`config.mk`:
```
export PLATFORM = sky130hd
export DESIGN_NAME = pipeline_stall_controller
export DESIGN_NICKNAME = d
export VERILOG_FILES = /design/src/rtl/pipe_ctrl_pkg.sv /design/src/rtl/pipeline_stall_controller_load_use_detect.sv /design/src/rtl/pipeline_stall_controller.sv
export SDC_FILE = /design/constraint.sdc
export NUM_CORES = 1
export LEC_CHECK = 0
export CORE_UTILIZATION = 48
export DETAILED_ROUTE_END_ITERATION = 10
export PLACE_DENSITY_LB_ADDON = 0.2
export REMOVE_ABC_BUFFERS = 1
export SLEW_MARGIN = 10
export SYNTH_ARGS = -nofsm -noshare
export SYNTH_HDL_FRONTEND = slang
export SYNTH_SLANG_ARGS = --single-unit
```
`constraint.sdc`:
```
create_clock -name clk -period 4.5 [get_ports clk]
set_input_delay 0.675 -clock clk [delete_from_list [all_inputs] [get_ports clk]]
set_output_delay 0.675 -clock clk [all_outputs]
set_load 0.05 [all_outputs]
```
`src/rtl/pipe_ctrl_pkg.sv`:
```
// rtl/pipe_ctrl_pkg.sv - shared types and constants for the pipeline stall controller
//
// Purpose : FSM state encoding, default memory-wait limit, the hard-wired
//           zero register index, stage-control bundle and a register-compare
//           helper shared by the stall controller and its hazard detector.
// Ports   : none (package).

package pipe_ctrl_pkg;

    localparam int         MAX_WAIT_DEFAULT = 16;
    localparam logic [4:0] ZERO_REG         = 5'd0;

    typedef enum logic [1:0] {
        ST_RUN      = 2'd0,
        ST_MEM_WAIT = 2'd1,
        ST_FAULT    = 2'd2
    } pipe_state_e;

    // Field order matches the bit patterns of the constants below.
    typedef struct packed {
        logic pc_en;
        logic ifid_en;
        logic idex_en;
        logic exmem_en;
        logic ifid_flush;
        logic idex_bubble;
        logic memwb_bubble;
    } stage_ctrl_t;

    localparam stage_ctrl_t CTRL_RUN      = stage_ctrl_t'(7'b1111_000);
    localparam stage_ctrl_t CTRL_BRANCH   = stage_ctrl_t'(7'b1111_100);
    // Hold PC and IF/ID, push a NOP into ID/EX; the load keeps moving.
    localparam stage_ctrl_t CTRL_LOAD_USE = stage_ctrl_t'(7'b0011_010);
    // Freeze everything upstream of MEM/WB while memory is busy.
    localparam stage_ctrl_t CTRL_MEM_HOLD = stage_ctrl_t'(7'b0000_001);
    localparam stage_ctrl_t CTRL_FAULT    = stage_ctrl_t'(7'b0000_011);
    localparam stage_ctrl_t CTRL_RESET    = stage_ctrl_t'(7'b0000_011);

    // A source register conflicts with a destination only when it is read.
    function automatic logic reg_conflict(input logic [4:0] dst,
                                          input logic [4:0] src,
                                          input logic       used);
        return used && (dst == src);
    endfunction

endpackage

```
`src/rtl/pipeline_stall_controller_load_use_detect.sv`:
```
// rtl/pipeline_stall_controller_load_use_detect.sv - load-use hazard comparator
//
// Purpose : flags when the instruction in IF/ID reads the destination of a
//           load currently in ID/EX. Register $0 never creates a hazard.
// Ports   : idex_mem_read/idex_rt      - load in ID/EX and its destination
//           ifid_rs/ifid_rt            - IF/ID source registers
//           ifid_uses_rs/ifid_uses_rt  - whether each source is actually read
//           load_use                   - hazard present (combinational)

module load_use_detect
    import pipe_ctrl_pkg::*;
(
    input  logic       idex_mem_read,
    input  logic [4:0] idex_rt,
    input  logic [4:0] ifid_rs,
    input  logic [4:0] ifid_rt,
    input  logic       ifid_uses_rs,
    input  logic       ifid_uses_rt,
    output logic       load_use
);

    logic rs_hit;
    logic rt_hit;

    assign rs_hit   = reg_conflict(idex_rt, ifid_rs, ifid_uses_rs);
    assign rt_hit   = reg_conflict(idex_rt, ifid_rt, ifid_uses_rt);
    assign load_use = idex_mem_read && (idex_rt != ZERO_REG) && (rs_hit || rt_hit);

endmodule

```
`src/rtl/pipeline_stall_controller.sv`:
```
// rtl/pipeline_stall_controller.sv - pipeline stall / flush / bubble controller
//
// Purpose : produces stage-register enables, flush and bubble controls for a
//           5-stage pipeline from load-use hazards, data-memory waits and
//           taken branches; times out a stuck memory access into a sticky
//           fault and counts stalled cycles.
// Ports   : clk, rst_n (async, active-low)
//           idex_mem_read, idex_rt, ifid_rs, ifid_rt, ifid_uses_rs,
//           ifid_uses_rt                   - hazard-detection inputs
//           branch_taken                   - branch in ID resolves taken
//           dmem_req, dmem_ready           - MEM-stage access handshake
//           perf_clr                       - synchronous clear of stall_cycles
//           pc_en, ifid_en, idex_en, exmem_en - stage advance enables
//           ifid_flush, idex_bubble, memwb_bubble - squash / NOP insertion
//           err                            - sticky memory-timeout fault
//           stall_cycles                   - saturating stall counter

module pipeline_stall_controller
    import pipe_ctrl_pkg::*;
#(
    parameter int MAX_WAIT = MAX_WAIT_DEFAULT
) (
    input  logic        clk,
    input  logic        rst_n,
    input  logic        idex_mem_read,
    input  logic [4:0]  idex_rt,
    input  logic [4:0]  ifid_rs,
    input  logic [4:0]  ifid_rt,
    input  logic        ifid_uses_rs,
    input  logic        ifid_uses_rt,
    input  logic        branch_taken,
    input  logic        dmem_req,
    input  logic        dmem_ready,
    input  logic        perf_clr,
    output logic        pc_en,
    output logic        ifid_en,
    output logic        idex_en,
    output logic        exmem_en,
    output logic        ifid_flush,
    output logic        idex_bubble,
    output logic        memwb_bubble,
    output logic        err,
    output logic [15:0] stall_cycles
);

    localparam int                WAIT_W    = $clog2(MAX_WAIT) + 1;
    localparam logic [WAIT_W-1:0] WAIT_LAST = WAIT_W'(MAX_WAIT - 1);

    pipe_state_e        state_q, state_d;
    logic [WAIT_W-1:0]  wait_cnt_q, wait_cnt_d;
    logic [15:0]        stall_cycles_q, stall_cycles_d;

    logic               load_use;
    logic               mem_stall;
    logic               wait_expired;
    stage_ctrl_t        ctrl;

    load_use_detect u_load_use_detect (
        .idex_mem_read (idex_mem_read),
        .idex_rt       (idex_rt),
        .ifid_rs       (ifid_rs),
        .ifid_rt       (ifid_rt),
        .ifid_uses_rs  (ifid_uses_rs),
        .ifid_uses_rt  (ifid_uses_rt),
        .load_use      (load_use)
    );

    // Ready in the same cycle as the request completes the access outright.
    assign mem_stall    = dmem_req && !dmem_ready;
    assign wait_expired = mem_stall && (wait_cnt_q == WAIT_LAST);

    // ---------------------------------------------------------------- state
    always_ff @(posedge clk or negedge rst_n) begin
        if (!rst_n) begin
            state_q        <= ST_RUN;
            wait_cnt_q     <= '0;
            stall_cycles_q <= '0;
        end else begin
            state_q        <= state_d;
            wait_cnt_q     <= wait_cnt_d;
            stall_cycles_q <= stall_cycles_d;
        end
    end

    // ----------------------------------------------------------- next state
    always_comb begin
        state_d    = state_q;
        wait_cnt_d = '0;
        unique case (state_q)
            ST_RUN, ST_MEM_WAIT: begin
                if (mem_stall) begin
                    state_d = wait_expired ? ST_FAULT : ST_MEM_WAIT;
                    // The counter never needs to pass WAIT_LAST: the wait
                    // either ends or the FSM leaves for FAULT.
                    if (!wait_expired) begin
                        wait_cnt_d = wait_cnt_q + 1'b1;
                    end
                end else begin
                    state_d = ST_RUN;
                end
            end
            ST_FAULT: state_d = ST_FAULT;
            default:  state_d = ST_RUN;
        endcase
    end

    // --------------------------------------------------------------- outputs
    always_comb begin
        ctrl = CTRL_RUN;
        if (!rst_n) begin
            ctrl = CTRL_RESET;
        end else if (state_q == ST_FAULT) begin
            ctrl = CTRL_FAULT;
        end else if (mem_stall) begin
            ctrl = CTRL_MEM_HOLD;
        end else if (load_use) begin
            // A taken branch behind a load-use stall is re-presented next
            // cycle, so it is deliberately ignored here.
            ctrl = CTRL_LOAD_USE;
        end else if (branch_taken) begin
            ctrl = CTRL_BRANCH;
        end
    end

    // Stalls are counted only while the pipeline is still alive.
    always_comb begin
        stall_cycles_d = stall_cycles_q;
        if (perf_clr) begin
            stall_cycles_d = '0;
        end else if (!ctrl.pc_en && (state_q != ST_FAULT)
                     && (stall_cycles_q != 16'hFFFF)) begin
            stall_cycles_d = stall_cycles_q + 16'd1;
        end
    end

    assign pc_en        = ctrl.pc_en;
    assign ifid_en      = ctrl.ifid_en;
    assign idex_en      = ctrl.idex_en;
    assign exmem_en     = ctrl.exmem_en;
    assign ifid_flush   = ctrl.ifid_flush;
    assign idex_bubble  = ctrl.idex_bubble;
    assign memwb_bubble = ctrl.memwb_bubble;
    assign err          = (state_q == ST_FAULT);
    assign stall_cycles = stall_cycles_q;

endmodule

```
==> qor.yml, run 1 <==
clock_tree:
  postCtsSetupBuffers: 0
  htree_levels: 1
  clock_latency_ns: 0.32
  root_buffer: "clkbuf_4"
  cts_hold_buf: 0
  clk_pin_slew_ns: 0.14
  cts_tree: "built"
  numClockSinks: 23
  ctsResizeCount: 0
  clk_path_buf_depth: 2
  cts_buffers: 3
placed_design:
  pre_cts_ws_ns: 0.6570
  numPortBuffers: 47
  globalplace.congestion: 0.8222
  dpl.hpwl_um: 2345
  place_inst: 219
global_routing:
  grt_max_degree: 31
  grt_pass1_vias: 1177
  met2_usage_pct: 42.57
  grt_overflow: 0
  met3_usage_pct: 3.825
  top_usage_layer: "met2"
  grt_pass1_wl_um: 4919
  met1_usage_pct: 26.32
  grt_use_total_pct: 22.91
  antenna_found_initial: 0
power_and_ir_drop:
  p_per_area_nw_per_um2: 189.7
  ir_drop_mv: 0.1563
  leakage_uw: 0.0007474
  power_uw: 348.9
worst_setup_path:
  critical_path.most_common_cell: "clkdlybuf4s50_1"
  crit_fanout: 3
  critPathTopFamily: "buffers and inverters"
  worstPathRequired_ns: 3.83
  path_cells: "clkdlybuf4s50_1, or4_1, o21ai_2, inv_1, a21oi_1, and2_1, clkdlybuf4s50_1"
  reg2reg_depth: 6
  worstPathArrival_ns: 3.17
  critPathMaxStageDelay_ns: 0.80
  cp.depth: 7
  crit_type: "in2out"
  cp_slowest_cell: "clkdlybuf4s50_1"
  start_kind: "primary input"
  worstSetupEndpointType: "output port"
  crit_buf_inv: 3
timing:
  setup-violations-final: 0
  fmax_ghz: 0.2603
  rsz0062_at_grt: "no"
  maxSlewHeadroom_pct: 55.34
  worst_pin_slew_ns: 0.6699
  fin_tns_setup_ns: 0
  min_period_ns: 3.841
  period_share_pct: 85.36
  slew_viol_final: 0
  post-route-worst-setup-slack_ns: 0.6587
  hold_viol: 0
  clock_skew_ns: 0.007989
synthesis:
  synthMuxAreaShare_pct: 0.7435
  synth_edf_count: 0
  synthArstFlopShare_pct: 100.0
  synth_top_family_by_area: "simple AND/OR/NAND/NOR gates"
  synth_xor_area_share_pct: 8.457
  synthAdderAreaFrac_pct: 1.859
  synth_flop_cell: "dfrtp_1"
  yosysWarnings: 0
  syn_area_um2: 1346
  yosys.area_share.simple_pct: 24.26
  synth_cell_types: 32
  synth_compound_area_share_pct: 16.54
  ys_seq_area_share_pct: 42.75
  synth_cells: 148
  synth-seq-cells: 23
  syn_area_per_cell_um2: 9.097
status:
  run_status: "finished, final reports clean"
final_layout:
  nets: 220
  utilization_pct: 71.64
  area_delta_synth_final_pct: 36.62
  final_cells: 223
  n_antenna_cell: 0
  drive_gt1_share_pct: 6.218
  fill_cells: 202
die:
  rows: 18
  ios: 48
  die_y_um: 54.96
  start_util_pct: 52.44
  die_w_um: 54.96
  core-area_um2: 2567
  dieArea_um2: 3021
routing:
  postRouteAntennaNets: 0
  drtIter0Drc: 16
  first_pass_iters: 4
  finalWirelength_um: 3110
  route.detailed.drc: 0
  via_per_inst: 5.691
  num_vias: 1269
  wl_per_cell_um: 13.95
hold_path:
  hold_class: "reg2reg"
  min_path_cells: 1
job:
  drv_cap: 0
-- cell type report --
cell class / instances / area, um2 / share of cell area (%)
multi-input cells: 112 / 698.2 / 37.96
flip-flops and latches: 23 / 575.6 / 31.29
well taps: 30 / 37.54 / 2.041
clock inverters: 1 / 5.005 / 0.2721
repair buffers: 48 / 478.0 / 25.99
clock buffers: 3 / 22.52 / 1.224
inverters: 6 / 22.52 / 1.224
-- Yosys cell counts, types with 2 or more instances --
cell type | n | area (um2)
a21oi_1 | 16 | 80.08
and2_1 | 3 | 18.77
and3_1 | 3 | 18.77
buf_4 | 2 | 15.01
buf_6 | 2 | 22.52
dfrtp_1 | 23 | 575.6
ha_1 | 2 | 25.02
inv_1 | 6 | 22.52
nand2_1 | 9 | 33.78
nand2b_1 | 2 | 12.51
nand3_1 | 13 | 65.06
nand4_1 | 3 | 18.77
nor2_1 | 8 | 30.03
o21ai_0 | 5 | 25.02
o21ai_1 | 8 | 40.04
o31ai_1 | 3 | 22.52
or3_1 | 12 | 75.07
or4_1 | 3 | 22.52
xnor2_1 | 11 | 96.34
xor2_1 | 2 | 17.52
-- layout by cell type (no fill, tap or decap), types with 2 or more instances in the layout --
cell,netlist,final
nand2_1,9,9
xor2_1,2,2
or4_1,3,3
o21ai_1,8,8
ha_1,2,2
dfrtp_1,23,23
clkbuf_4,0,3
nor2_1,8,8
clkdlybuf4s50_1,0,47
xnor2_1,11,11
nand4_1,3,3
and3_1,3,3
o21ai_0,5,5
o31ai_1,3,3
or3_1,12,12
nand3_1,13,13
nand2b_1,2,2
a21oi_1,16,16
inv_1,6,6
and2_1,3,3
-- layer usage --
layer / vias up / wire length, um
li1: 615 / -
met4: 0 / 15
met2: 50 / 1570
met5: - / 0
met3: 2 / 191
met1: 602 / 1332
-- worst paths after layout --
kind	slack, ns	startpoint	end
worst max-delay path	0.66	idex_rt[1]	ifid_flush
worst min-delay path	0.49	wait_cnt_q[0]	wait_cnt_q[0]
worst max register to register	2.26	stall_cycles[3]	stall_cycles[4]
worst min register to register	0.49	wait_cnt_q[0]	wait_cnt_q[0]
max in group asynchronous	3.46	rst_n	stall_cycles[4]
min in group asynchronous	0.80	rst_n	wait_cnt_q[4]
-- registers in the layout, indices dropped and copies added, names as in the netlist --
signal,count
stall_cycles,16
wait_cnt_q,5
state_q,2
-- kinds of logic after synthesis --
| family | count (synthesis) |
|---|---|
| simple gates | 60 |
| compound gates | 36 |
| xor+xnor | 13 |
| buf+inv | 13 |
| mux | 1 |
| flops | 23 |
| fa+ha+maj | 2 |
-- power by group --
group / switching [uW] / internal (uW)
Combinational: 17.2 / 25.5
Clock: 66.2 / 33.3
Sequential: 0.00000000000000731 / 207
Total: 83.4 / 265
-- through the flow --
step                      hold slack (ns)  area [um2]
after global placement             0.4440        1812
after global routing               0.5170        1839
after floorplan                    0.3794        1296
final                              0.4909        1839
after CTS                          0.4836        1839
after detailed placement           0.4660        1812
Power figures use the tool's default switching activity.
==> run 2: changes to the inputs <==
--- a/config.mk
+++ b/config.mk
@@ -5,7 +5,7 @@
 export SDC_FILE = /design/constraint.sdc
 export NUM_CORES = 1
 export LEC_CHECK = 0
-export CORE_UTILIZATION = 48
+export CORE_UTILIZATION = 45
 export DETAILED_ROUTE_END_ITERATION = 10
 export PLACE_DENSITY_LB_ADDON = 0.2
 export REMOVE_ABC_BUFFERS = 1
==> qor.yml, run 2 (same netlist as run 1, synthesis figures left out) <==
status:
  run_status: "finished with violations"
  violations: "design-rule violations"
hold_path:
  hold_path_end: "state_q[1]"
  min_path_cells: 1  # unchanged
  hold_class: "reg2reg"
  worstHoldStart: "wait_cnt_q[4]"
worst_setup_path:
  worstPathRequired_ns: 3.83  # about the same
  worstSetupEndpointType: "output port"
  rr_startpoint: "stall_cycles[3]"
  start_kind: "primary input"
  r2r_slack_ns: 2.25  # about the same
  worstPathArrival_ns: 3.13  # -0.04 ns
  crit_type: "in2out"
  crit_fanout: 3  # unchanged
  worst_r2r_endpoint: "stall_cycles[7]"
  reg2reg_depth: 6  # unchanged
final_layout:
  final_cell_mix: "47 x clkdlybuf4s50_1, 23 x dfrtp_1, 16 x a21oi_1"
  drive_gt1_share_pct: 6.218  # unchanged
  nets: 220  # unchanged
  area_delta_synth_final_pct: 36.71  # about the same
  final_cells: 224  # +0.45%
  n_antenna_cell: 0  # unchanged
  seq_area_um2: 575.6  # unchanged
  largest_reg_flops: 16  # unchanged
  multi_input_area_um2: 698.2  # unchanged
  final_common_cell: "clkdlybuf4s50_1"
  fill_cells: 233  # +15%
  final_cell_area_um2: 1841  # about the same
clock_tree:
  clk_path_buf_depth: 2  # unchanged
  cts_tree: "built"
  clock_latency_ns: 0.32  # about the same
  ctsResizeCount: 0  # unchanged
  root_buffer: "clkbuf_4"
  postCtsSetupBuffers: 0  # unchanged
  clk_pin_slew_ns: 0.13  # about the same
  numClockSinks: 23  # unchanged
  htree_levels: 1  # unchanged
  cts_buffers: 3  # unchanged
  cts_hold_buf: 0  # unchanged
die:
  rows: 19  # +1
  dieArea_um2: 3214  # +6.4%
  die_w_um: 56.70  # +3.2%
  start_util_pct: 47.99  # -4.4 points
  ios: 48  # unchanged
  die_y_um: 56.70  # +3.2%
  core-area_um2: 2805  # +9.3%
placed_design:
  globalplace.congestion: 0.7922  # -3.6%
  dpl.hpwl_um: 2376  # +1.3%
  pre_cts_ws_ns: 0.6796  # +0.02256 ns
  place_inst: 220  # +0.46%
  placed_area_um2: 1813  # about the same
  numPortBuffers: 47  # unchanged
timing:
  post-route-worst-setup-slack_ns: 0.6998  # +0.04107 ns
  maxSlewHeadroom_pct: 54.77  # -0.57 points
  timing.hold.ws_ns: 0.5011  # +0.01027 ns
  worst_pin_slew_ns: 0.6785  # +0.008533 ns
  hold_viol: 0  # unchanged
  clock_skew_ns: 0.004455  # -0.003533 ns
  fin_tns_setup_ns: 0  # unchanged
  setup-violations-final: 0  # unchanged
  rsz0062_at_grt: "no"
  min_period_ns: 3.800  # -0.04107 ns
  period_share_pct: 84.45  # -0.91 points
  fmax_ghz: 0.2631  # +1.1%
  slew_viol_final: 0  # unchanged
global_routing:
  grt_use_total_pct: 20.83  # -2.1 points
  grt_overflow: 0  # unchanged
  antenna_found_initial: 0  # unchanged
  grt_pass1_wl_um: 5161  # +4.9%
  grt_max_degree: 31  # unchanged
  grt_pass1_vias: 1205  # +2.4%
power_and_ir_drop:
  leakage_uw: 0.0007474  # unchanged
  ir_drop_mv: 0.09872  # -37%
  p_per_area_nw_per_um2: 189.0  # -0.38%
job:
  drv_cap: 0  # unchanged
routing:
  via_per_inst: 5.674  # -0.29%
  drtIter0Drc: 53  # +37
  wl_per_cell_um: 14.20  # +1.8%
  route.detailed.drc: 7  # +7
  finalWirelength_um: 3181  # +2.3%
  first_pass_iters: 7  # +3
  postRouteAntennaNets: 0  # unchanged
  num_vias: 1271  # +0.16%
## run 2: cell counts in the layout (fill, tap and decap cells not counted)
Identical to the previous run, type by type.
## run 2: cell type report
cell class / count / share of cell area [%]
clock inverters: 1 / 0.2719
flip-flops and latches: 23 / 31.27
repair buffers: 48 / 25.97
clock buffers: 3 / 1.224
inverters: 6 / 1.224
multi-input cells: 112 / 37.93
well taps: 31 / 2.107
## run 2: worst max-delay path by stage
stage | end | depth (start not counted) | start
floorplan | ifid_flush | 4 | dmem_ready
global placement | ifid_flush | 7 | idex_rt[1]
detailed placement | ifid_flush | 7 | idex_rt[1]
CTS | ifid_flush | 7 | idex_rt[1]
global route | ifid_flush | 7 | idex_rt[1]
finish | ifid_flush | 7 | idex_rt[1]
## run 2: where the power goes
group / switching [uW] / internal [uW] / total, uW
combinational: 17.1 / 25.6 / 42.7
sequential: 0.00000000000000748 / 207 / 207
clock: 65.2 / 33.3 / 98.5
total: 82.3 / 266 / 348
## run 2: layer usage
layer  part of all wire (%)  wire, um  global-route usage (%)
met1                     40      1286                   23.75
met2                     53      1676                   38.61
met3                    5.5       174                   2.304
met4                    1.4        43                   9.286
met5                      0         0                       0
## run 2: through the flow
stage,power [uW],utilization [%]
floorplan,222.5,-
global placement,252.6,64.63
detailed placement,253.9,64.63
CTS,351.5,65.61
global route,359.5,65.61
finish,347.8,65.61
## run 2: worst max-delay path: stages
cell	delay (ns)
clkdlybuf4s50_1	0.47
or4_1	0.56
o21ai_2	0.16
inv_1	0.07
a21oi_1	0.23
and2_1	0.17
clkdlybuf4s50_1	0.79
==> run 3: changes to the inputs <==
--- a/config.mk
+++ b/config.mk
@@ -5,7 +5,7 @@
 export SDC_FILE = /design/constraint.sdc
 export NUM_CORES = 1
 export LEC_CHECK = 0
-export CORE_UTILIZATION = 45
+export CORE_UTILIZATION = 44
 export DETAILED_ROUTE_END_ITERATION = 10
 export PLACE_DENSITY_LB_ADDON = 0.2
 export REMOVE_ABC_BUFFERS = 1
==> constraint.sdc (replaced) <==
create_clock -name clk -period 3.63 [get_ports clk]
set_input_delay 0.5445 -clock clk [delete_from_list [all_inputs] [get_ports clk]]
set_output_delay 0.5445 -clock clk [all_outputs]
set_load 0.05 [all_outputs]
==> qor.yml, run 3 (same netlist as run 1, synthesis figures left out) <==
timing:
  clock_skew_ns: 0.001254  # -0.003201 ns
  min_period_ns: 3.233
  setup-violations-final: 0  # unchanged
  worst_pin_slew_ns: 0.6710  # -0.007497 ns
  fin_tns_setup_ns: 0  # unchanged
  fmax_ghz: 0.3093
  rsz0062_at_grt: "no"
  hold_viol: 0  # unchanged
  period_share_pct: 89.06
  maxSlewHeadroom_pct: 55.27  # +0.50 points
  slew_viol_final: 0  # unchanged
global_routing:
  antenna_found_initial: 0  # unchanged
  grt_max_degree: 31  # unchanged
  grt_pass1_wl_um: 5023  # -2.7%
  grt_overflow: 0  # unchanged
  grt_pass1_vias: 1194  # -0.91%
  grt_use_total_pct: 20.25  # -0.58 points
worst_setup_path:
  cp_slowest_cell: "clkdlybuf4s50_1"
  worstSetupEndpointType: "output port"
  worst_r2r_endpoint: "stall_cycles[3]"
  crit_fanout: 3  # unchanged
  crit_buf_inv: 3  # unchanged
  worstPathRequired_ns: 3.09  # -0.74 ns
  rr_startpoint: "stall_cycles[3]"
  start_kind: "primary input"
  critPathTopFamily: "buffers and inverters"
  critPathMaxStageDelay_ns: 0.71  # -0.08 ns
  reg2reg_depth: 6  # unchanged
  worstPathArrival_ns: 2.69  # -0.44 ns
  crit_type: "in2out"
  path_cells: "clkdlybuf4s50_1, or4_1, o21ai_2, inv_1, nand3_1, nand3_1, clkdlybuf4s50_1"
  r2r_slack_ns: 1.37  # -0.88 ns
clock_tree:
  clk_pin_slew_ns: 0.12  # about the same
  cts_buffers: 3  # unchanged
  cts_hold_buf: 0  # unchanged
  postCtsSetupBuffers: 0  # unchanged
  cts_tree: "built"
  numClockSinks: 23  # unchanged
  clk_path_buf_depth: 2  # unchanged
  ctsResizeCount: 0  # unchanged
  clock_latency_ns: 0.31  # about the same
  htree_levels: 1  # unchanged
  root_buffer: "clkbuf_4"
final_layout:
  final_cell_mix: "42 x clkdlybuf4s50_1, 23 x dfrtp_1, 16 x a21oi_1"
  nets: 221  # +0.45%
  fill_cells: 238  # +2.1%
  final_cells: 225  # +0.45%
  largest_reg_flops: 16  # unchanged
  n_antenna_cell: 0  # unchanged
  final_common_cell: "clkdlybuf4s50_1"
  area_delta_synth_final_pct: 40.99
  drive_gt1_share_pct: 9.278  # +3.1 points
placed_design:
  globalplace.congestion: 0.7584  # -4.3%
  place_inst: 221  # +0.45%
  numPortBuffers: 47  # unchanged
  dpl.hpwl_um: 2377  # about the same
routing:
  via_per_inst: 5.622  # -0.91%
  num_vias: 1265  # -0.47%
  wl_per_cell_um: 13.80  # -2.8%
  first_pass_iters: 7  # unchanged
  route.detailed.drc: 1  # -6
  drtIter0Drc: 47  # -11%
  finalWirelength_um: 3105  # -2.4%
  postRouteAntennaNets: 0  # unchanged
status:
  run_status: "finished with violations"
  violations: "design-rule violations"
die:
  core-area_um2: 2829  # +0.85%
  start_util_pct: 47.59  # -0.40 points
  ios: 48  # unchanged
  rows: 19  # unchanged
  die_y_um: 57.32  # +1.1%
  dieArea_um2: 3285  # +2.2%
  die_w_um: 57.32  # +1.1%
hold_path:
  hold_path_end: "wait_cnt_q[0]"
  min_path_cells: 1  # unchanged
  worstHoldStart: "wait_cnt_q[0]"
  hold_class: "reg2reg"
job:
  drv_cap: 0  # unchanged
power_and_ir_drop:
  ir_drop_mv: 0.1112  # +13%
  p_per_area_nw_per_um2: 224.0  # +19%
  leakage_uw: 0.0007765  # +3.9%
[run 3: cell types whose count changed in the layout (fill, tap and decap cells not counted), sizes merged]
cell,change
buf,+6
clkdlybuf4s50,-5
[run 3: routing by layer]
layer | share of wire (%) | GRT usage [%] | vias to the layer above
met5 | 0 | 0 | -
met4 | 1.7 | 11.85 | 0
met3 | 7.0 | 4.762 | 4
met2 | 50 | 35.97 | 49
met1 | 41 | 21.96 | 599
li1 | - | - | 613
[run 3: worst reg2reg max path, stage by stage (launching register included)]
cell	delay, ns
dfrtp_1	0.46
nand3_2	0.15
nor3_2	0.41
a21oi_1	0.17
a22oi_4	0.62
o21ai_0	0.22
a21oi_1	0.16
[run 3: area by class of cell]
cell class	count	area [um2]	share of cell area (%)
clock buffers	3	22.52	1.187
multi-input cells	112	698.2	36.78
clock inverters	1	5.005	0.2637
flip-flops and latches	23	575.6	30.32
repair buffers	49	535.5	28.21
inverters	6	22.52	1.187
well taps	31	38.79	2.044
[run 3: worst max-delay path by stage]
stage	from	endpoint	cells after the start
floorplan	dmem_ready	ifid_flush	4
global placement	idex_rt[1]	idex_bubble	7
detailed placement	idex_rt[1]	idex_bubble	7
CTS	idex_rt[1]	idex_bubble	7
global route	idex_rt[1]	idex_bubble	7
finish	idex_rt[1]	idex_bubble	7
[run 3: power breakdown]
group          internal (uW)        switching, uW  total [uW]
Clock                   41.2                 75.1         116
Combinational           31.7                 21.1        52.8
Sequential               256  0.00000000000000901         256
[run 3: metrics by stage]
step	setup slack, ns	hold WS (ns)	util, %	total power [uW]	instance area (um2)
floorplan	-0.3978	0.2489	-	275.8	1296
finish	0.3970	0.4804	67.09	425.3	1898
detailed placement	0.3843	0.4568	66.12	314.5	1871
global placement	0.4218	0.4554	66.12	313.0	1871
global route	0.2986	0.5053	67.09	442.2	1898
CTS	0.3744	0.4803	67.09	430.7	1898
